<file path="config.mk">
export PLATFORM = sky130hd
export DESIGN_NAME = hword_lsu
export DESIGN_NICKNAME = d
export VERILOG_FILES = /design/src/rtl/hword_lsu.sv
export SDC_FILE = /design/constraint.sdc
export NUM_CORES = 1
export LEC_CHECK = 0
export CORE_MARGIN = 2
export CORE_UTILIZATION = 50
export DETAILED_ROUTE_END_ITERATION = 10
export PLACE_DENSITY = 0.84
export REMOVE_ABC_BUFFERS = 1
export SKIP_CTS_REPAIR_TIMING = 1
export SYNTH_ARGS = -nofsm -noshare
export SYNTH_HDL_FRONTEND = slang
export SYNTH_SLANG_ARGS = --single-unit
</file>
<file path="constraint.sdc">
create_clock -name clk -period 5.5 [get_ports clk]
set_input_delay 1.1 -clock clk [delete_from_list [all_inputs] [get_ports clk]]
set_output_delay 1.1 -clock clk [all_outputs]
set_load 0.005 [all_outputs]
</file>
<file path="src/rtl/hword_lsu.sv">
// Load/store sequencer between a CPU data-access port and a half-word RAM port.
// Byte/half/word accesses are split into 1-3 legal RAM beats; loads are merged and extended.
module hword_lsu #(
    parameter int ADDR_WIDTH = 16
) (
    input  logic                  clk,
    input  logic                  rst_n,
    input  logic                  req_valid,
    output logic                  req_ready,
    input  logic                  req_write,
    input  logic [1:0]            req_size,
    input  logic                  req_signed,
    input  logic [ADDR_WIDTH-1:0] req_addr,
    input  logic [31:0]           req_wdata,
    output logic                  resp_valid,
    output logic                  resp_error,
    output logic [31:0]           resp_rdata,
    output logic [ADDR_WIDTH-1:0] mem_addr,
    output logic [15:0]           mem_wdata,
    output logic [1:0]            mem_wenable,
    input  logic [15:0]           mem_rdata
);

    localparam logic [1:0] S_IDLE = 2'd0;
    localparam logic [1:0] S_BEAT = 2'd1;
    localparam logic [1:0] S_RESP = 2'd2;

    // Handshake: a request transfers on a rising edge where req_valid && req_ready;
    // resp_valid is a single-cycle pulse with no back-pressure.
    logic [1:0]            state_q;
    logic                  write_q;
    logic [1:0]            size_q;
    logic                  signed_q;
    logic                  error_q;
    logic [ADDR_WIDTH-1:0] addr_q;
    logic [31:0]           wdata_q;
    logic [31:0]           asm_q;
    logic [1:0]            ptr_q;

    logic [2:0]            total;
    logic [2:0]            remain;
    logic [2:0]            beat_bytes;
    logic [ADDR_WIDTH-1:0] beat_addr;
    logic                  beat_half;
    logic                  beat_last;
    logic                  in_beat;
    logic [31:0]           wshift;
    logic [15:0]           rdata_m;
    logic [31:0]           ins;
    logic [31:0]           ext;

    // ptr_q counts bytes already transferred; a beat is a half only when it is
    // even-aligned and at least two bytes remain, which yields every legal plan.
    always_comb begin
        case (size_q)
            2'b00:   total = 3'd1;
            2'b01:   total = 3'd2;
            default: total = 3'd4;
        endcase
        remain     = total - {1'b0, ptr_q};
        beat_addr  = addr_q + ADDR_WIDTH'(ptr_q);
        beat_half  = !beat_addr[0] && (remain >= 3'd2);
        beat_bytes = beat_half ? 3'd2 : 3'd1;
        beat_last  = (remain == beat_bytes);
        wshift     = wdata_q >> {ptr_q, 3'b000};
        rdata_m    = beat_half ? mem_rdata : {8'h00, mem_rdata[7:0]};
        ins        = {16'h0000, rdata_m} << {ptr_q, 3'b000};
        case (size_q)
            2'b00:   ext = {{24{signed_q & asm_q[7]}}, asm_q[7:0]};
            2'b01:   ext = {{16{signed_q & asm_q[15]}}, asm_q[15:0]};
            default: ext = asm_q;
        endcase
    end

    assign in_beat     = (state_q == S_BEAT);
    assign req_ready   = (state_q == S_IDLE);
    assign resp_valid  = (state_q == S_RESP);
    assign resp_error  = resp_valid && error_q;
    assign resp_rdata  = (resp_valid && !write_q && !error_q) ? ext : 32'h0;
    assign mem_addr    = in_beat ? beat_addr : '0;
    assign mem_wenable = (in_beat && write_q) ? (beat_half ? 2'b11 : 2'b01) : 2'b00;
    assign mem_wdata   = (in_beat && write_q) ? (beat_half ? wshift[15:0] : {8'h00, wshift[7:0]})
                                              : 16'h0000;

    always_ff @(posedge clk or negedge rst_n) begin
        if (!rst_n) begin
            state_q  <= S_IDLE;
            write_q  <= 1'b0;
            size_q   <= 2'b00;
            signed_q <= 1'b0;
            error_q  <= 1'b0;
            addr_q   <= '0;
            wdata_q  <= 32'h0;
            asm_q    <= 32'h0;
            ptr_q    <= 2'd0;
        end else begin
            case (state_q)
                S_IDLE: begin
                    if (req_valid) begin
                        write_q  <= req_write;
                        size_q   <= req_size;
                        signed_q <= req_signed;
                        addr_q   <= req_addr;
                        wdata_q  <= req_wdata;
                        asm_q    <= 32'h0;
                        ptr_q    <= 2'd0;
                        error_q  <= (req_size == 2'b11);
                        state_q  <= (req_size == 2'b11) ? S_RESP : S_BEAT;
                    end
                end
                S_BEAT: begin
                    if (!write_q) asm_q <= asm_q | ins;
                    if (beat_last) state_q <= S_RESP;
                    else           ptr_q   <= ptr_q + beat_bytes[1:0];
                end
                S_RESP:  state_q <= S_IDLE;
                default: state_q <= S_IDLE;
            endcase
        end
    end

endmodule

</file>
# Word-level counts from Yosys, hierarchy flattened

Cells that the tools add are included.

Output and inout port bits: 69
Input port bits: 71
Flip-flop bits (word level): 89

Reduce and logical (&&, ||, !) cells: 15
$lt $le $gt $ge: 1
Muxes and demuxes: 20
Shift operators: 2
Add/sub/neg operators: 3
Eq/ne operators: 9
Bitwise logic cells: 3

Operators with widths:

| kind                                                                  | count |
|---|---|
| 32-bit one-hot mux with 2 select lines                                | 2 |
| 32-bit 2-to-1 mux                                                     | 3 |
| 16-bit 2-to-1 mux                                                     | 4 |
| 32-bit bitwise OR                                                     | 1 |
| 16-bit by 5-bit left shift with 32-bit output                         | 1 |
| 32-bit by 5-bit right shift with 16-bit output                        | 1 |
| 16-bit by 2-bit adder with 16-bit output                              | 1 |
| 2-bit 2-to-1 mux                                                      | 8 |
| 2-bit inequality test, second input constant                          | 4 |
| 2-bit one-hot mux with 2 select lines                                 | 2 |
| 3-bit one-hot mux with 2 select lines                                 | 1 |
| 3-bit AND reduction                                                   | 2 |
| 1-bit logical AND                                                     | 5 |
| 2-bit by 1-bit == test with 1-bit output, second input constant       | 2 |
| 2-bit == test, second input constant                                  | 2 |
| 2-bit logical NOT                                                     | 2 |
| 2-bit AND reduction                                                   | 2 |
| 3-bit by 2-bit == test with 1-bit output                              | 1 |
| 3-bit by 2-bit >= comparator with 1-bit output, second input constant | 1 |
| 1-bit logical NOT                                                     | 3 |
| 3-bit by 2-bit subtractor with 3-bit output                           | 1 |
| 2-bit adder                                                           | 1 |
| 1-bit AND                                                             | 2 |
| 2-bit nonzero test                                                    | 1 |

# Depth between registers and ports, before layout

Word-level depth: 10
Mapped depth: 10

# Least setup slack after synthesis

OpenSTA, ideal clock, no wires.

Kind: register -> output
From: register size_q[1]
To: output port mem_wdata[10]
Setup slack: 1924 ps
Arrival time: 2476 ps
Stages on the path, launching flop included: 11
Cells stage by stage: dfrtp_1 -> clkbuf_1 -> nor2_1 -> clkinv_1 -> ha_1 -> fa_1 -> xnor2_1 -> buf_2 -> a21oi_1 -> nand3_1 -> nor2_1

Word-level cells in the longest chain between the ends: 7
Elaborated cells between the ends (all ways): 8
Those cells by class: 1 x add/sub; 1 x order compare; 1 x eq/ne; 3 x mux; 2 x reduce/logical

RTL lines:

| element                                                                       | line | RTL |
|---|---|---|
| start, declared                                                               | 32   | `logic [1:0] size_q;` |
| start signal, assigned                                                        | 101  | `size_q <= req_size;` |
| 2-bit by 1-bit == test with 1-bit output or 2-bit logical NOT (tied branches) | 55   | `case (size_q)` |
| 3-bit one-hot mux with 2 select lines *                                       | 55   |  |
| 3-bit by 2-bit subtractor with 3-bit output *                                 | 60   | `remain = total - {1'b0, ptr_q};` |
| 3-bit by 2-bit >= comparator with 1-bit output *                              | 62   | `beat_half = !beat_addr[0] && (remain >= 3'd2);` |
| 1-bit logical AND *                                                           | 62   |  |
| 16-bit 2-to-1 mux * (2 in a row)                                              | 82   | `assign mem_wdata = (in_beat && write_q) ? (beat_half ? wshift[15:0] : {8'h00, wshift[7:0]})` |
| end, declared                                                                 | 19   | `output logic [15:0] mem_wdata,` |

Mark *: on every way between the ends. The rest lies on a longest branch, timed or not.

# Worst setup path after layout

Same ends and word-level chain as after synthesis.

==> load_flow_metrics.sql <==
INSERT INTO impl_metrics (metric_group, metric, value, unit) VALUES
('synth', 'yosys.area.top_type_share', '0.461', ''),
('sta', 'setup_viol', '0', ''),
('grt', 'grt_first_pass_wirelength', '21200', 'um'),
('clocking', 'cts.clk_slew.worst_paths', '0.09', 'ns'),
('routing', 'routed-via-count', '4634', ''),
('critical_path', 'cp_data_arrival_time', '3.94', 'ns'),
('sta', 'final_period_minus_worst_setup_slack', '5.04', 'ns'),
('power_and_ir_drop', 'pwr_density_cell', '492', 'mW/mm^2'),
('power_and_ir_drop', 'vdd_ir_drop_max', '214', 'uV'),
('die', 'core_region_area', '0.00928', 'mm^2'),
('die', 'die-area', '0.0105', 'mm^2'),
('critical_path', 'critical_path_depth', '10', ''),
('sta', 'timing.final.crit_share', '0.916', ''),
('synth', 'synth_cells', '595', ''),
('die', 'num_io_pins', '140', ''),
('routing', 'drt-vias-per-instance', '5.48', ''),
('sta', 'worst_slew_margin_rel', '0.259', ''),
('critical_path', 'critPathMaxFanout', '21', ''),
('status', 'status', 'finished, final reports clean', ''),
('sta', 'setup_tns', '0', 'ns'),
('grt', 'globalRoute.totalOverflow', '0', ''),
('critical_path', 'reg2regPathDepth', '8', ''),
('layout', 'area_taken_by_flip_flops_and_latches', '0.00223', 'mm^2'),
('sta', 'max_freq', '0.198', 'GHz'),
('critical_path', 'cp_slowest_stage_delay', '0.64', 'ns'),
('routing', 'detailedRoute.firstIterationViolations', '233', ''),
('synth', 'yosys.cell_types.count', '45', ''),
('sta', 'worst_clock_skew', '0.00864', 'ns'),
('routing', 'postRouteWirelength', '13100', 'um'),
('critical_path', 'critPathLaunchType', 'register', ''),
('layout', 'fin_util', '0.695', ''),
('critical_path', 'worst_ep_required_time', '4.40', 'ns'),
('critical_path', 'timing.setup.critical_path_class', 'register to primary output', ''),
('layout', 'final_net_count', '791', ''),
('place', 'post-place-ws', '0.919', 'ns'),
('clocking', 'clkSinkCount', '89', ''),
('grt', 'antenna_found_initial', '0', ''),
('sta', 'setup_slack_of_the_critical_path_after_layout', '0.461', 'ns'),
('critical_path', 'crit_path_cell_trace', 'nor2_1 -> clkinv_1 -> ha_1 -> fa_1 -> xnor2_1 -> buf_4 -> a21oi_1 -> nand3_1 -> nor2_1 -> clkdlybuf4s50_1', ''),
('sta', 'final-max-slew-violation-count', '0', ''),
('die', 'die_height', '102', 'um'),
('critical_path', 'worst_path_dominant_cell_family', 'buffers and inverters', ''),
('synth', 'yosysTopAreaCell', 'dfrtp_1', ''),
('clocking', 'cts.htree.levels', '3', ''),
('clocking', 'cts_tree', 'yes', ''),
('critical_path', 'crit_path_frequent_cell', 'nor2_1', ''),
('synth', 'synthesis.area_per_instance', '8.11', 'um^2'),
('worst_hold_path', 'hold_path_class', 'register to register', ''),
('job', 'timing.max_cap.violations', '0', ''),
('place', 'place.detailed.hpwl', '9390', 'um'),
('layout', 'drive_above_1_share', '0.0404', ''),
('synth', 'syn-cell-area', '0.00483', 'mm^2'),
('synth', 'yosys_warnings', '0', ''),
('place', 'routabilityCongestion', '0.884', ''),
('critical_path', 'crit_buf_inv', '3', ''),
('clocking', 'cts.root.buffer_cell', 'clkbuf_8', ''),
('layout', 'antenna_cells', '0', ''),
('clocking', 'ctsLongestPathBuffers', '2', ''),
('critical_path', 'setup_crit_end_kind', 'primary output', ''),
('clocking', 'cts_made_buffers', '9', ''),
('layout', 'n_fill_cell', '756', ''),
('synth', 'post_synthesis_register_bit_count', '89', ''),
('synth', 'sequential_fraction_of_the_synthesis_area', '0.461', ''),
('die', 'start_util', '0.520', ''),
('die', 'number_of_placement_rows', '35', ''),
('synth', 'synth-edff-count', '0', ''),
('place', 'numPortBuffers', '139', ''),
('routing', 'drtAntennaViolNets', '0', ''),
('grt', 'maximum_number_of_pins_on_one_net_before_global_route_repair', '90', ''),
('synth', 'ys_top_cells_by_area', 'dfrtp_1, nand2_1, a21oi_1', ''),
('synth', 'async_flop_share', '1.00', '');
## final timing paths
kind / start / end / slack (ns)
max: size_q[1] / mem_wdata[10] / 0.46
min: wdata_q[28] / wdata_q[28] / 0.48
max reg2reg: size_q[1] / ptr_q[1] / 2.22
min reg2reg: wdata_q[28] / wdata_q[28] / 0.48
max in group asynchronous: rst_n / wdata_q[29] / 3.85
min in group asynchronous: rst_n / asm_q[1] / 0.94
## power breakdown
part,total [mW],switching (mW),internal [mW]
clock,0.424,0.223,0.201
sequential,1.20,0.236,0.962
combinational,1.55,0.895,0.656
## tightest hold or removal path: stages (launching register included)
cell and delay (ns):
dfrtp_1 0.35, nand2_1 0.05, nand2_1 0.05
## area by class of cell
type,instances,share of cell area
Multi-Input combinational cell,430,0.358
Clock buffer,9,0.0192
Sequential cell,89,0.345
Tap cell,129,0.0250
Clock inverter,4,0.00737
Timing Repair Buffer,144,0.221
Inverter,41,0.0239
## flip-flops by register name, indices dropped and copies added (netlist names)
signal	count
asm_q	32
wdata_q	32
addr_q	16
ptr_q	2
size_q	2
state_q	2
error_q	1
signed_q	1
write_q	1
## cells in the mapped netlist, types with 2 or more instances
| cell | number |
|---|---|
| nand2_1 | 175 |
| mux2i_1 | 12 |
| inv_1 | 40 |
| xnor2_1 | 4 |
| a22o_1 | 8 |
| nor2b_1 | 11 |
| nand3_1 | 6 |
| o21ai_0 | 26 |
| or3_1 | 5 |
| nand2b_1 | 6 |
| a22oi_1 | 7 |
| nor2_1 | 28 |
| buf_2 | 7 |
| xor2_1 | 3 |
| clkbuf_1 | 26 |
| buf_1 | 2 |
| a21oi_1 | 56 |
| dfrtp_1 | 89 |
| a2111oi_0 | 8 |
| and2_1 | 21 |
| fa_1 | 2 |
| ha_1 | 3 |
| o22ai_1 | 8 |
| nand4_1 | 2 |
| a211oi_1 | 19 |
| or4_1 | 2 |
## cells in the final DEF, fill, tap and decap left out, types with 7 or more instances in the layout
cell             instances
a2111oi_0                8
a211oi_1                19
a21oi_1                 56
a22o_1                   8
a22oi_1                  7
and2_1                  20
clkbuf_8                 9
clkdlybuf4s50_1        138
dfrtp_1                 89
inv_1                   40
mux2i_1                 12
nand2_1                174
nor2_1                  28
nor2b_1                 11
o21ai_0                 26
o22ai_1                  8
## metal layers
layer	vias to the layer above	global-route usage	part of all wire
met1	2170	0.349	0.43
met2	219	0.427	0.47
met4	0	0.0738	0.014
met3	23	0.0561	0.086
met5	-	0	0
li1	2222	-	-
## through the flow
stage,power [mW],hold slack [ns],std cells,instance area [um^2]
2_1_floorplan,2.13,0.438,560,4690
3_3_place_gp,2.67,0.450,833,6280
3_5_place_dp,2.74,0.458,833,6280
4_1_cts,3.17,0.479,846,6450
5_1_grt,3.42,0.504,846,6450
6_report,3.17,0.478,846,6450
## cell families (layout without fill, tap and decap cells)
family,count (synthesis),in the layout,share of synthesized area
XOR/XNOR,7,7,0.0127
AO/OA/AOI/OAI,140,140,0.182
buffers and inverters,76,198,0.0609
AND/OR/NAND/NOR,266,266,0.242
flip-flops,89,89,0.461
adder cells (fa/ha/maj),5,5,0.0161
multiplexers,12,12,0.0249
No activity file was read; power rests on OpenSTA's default activity.
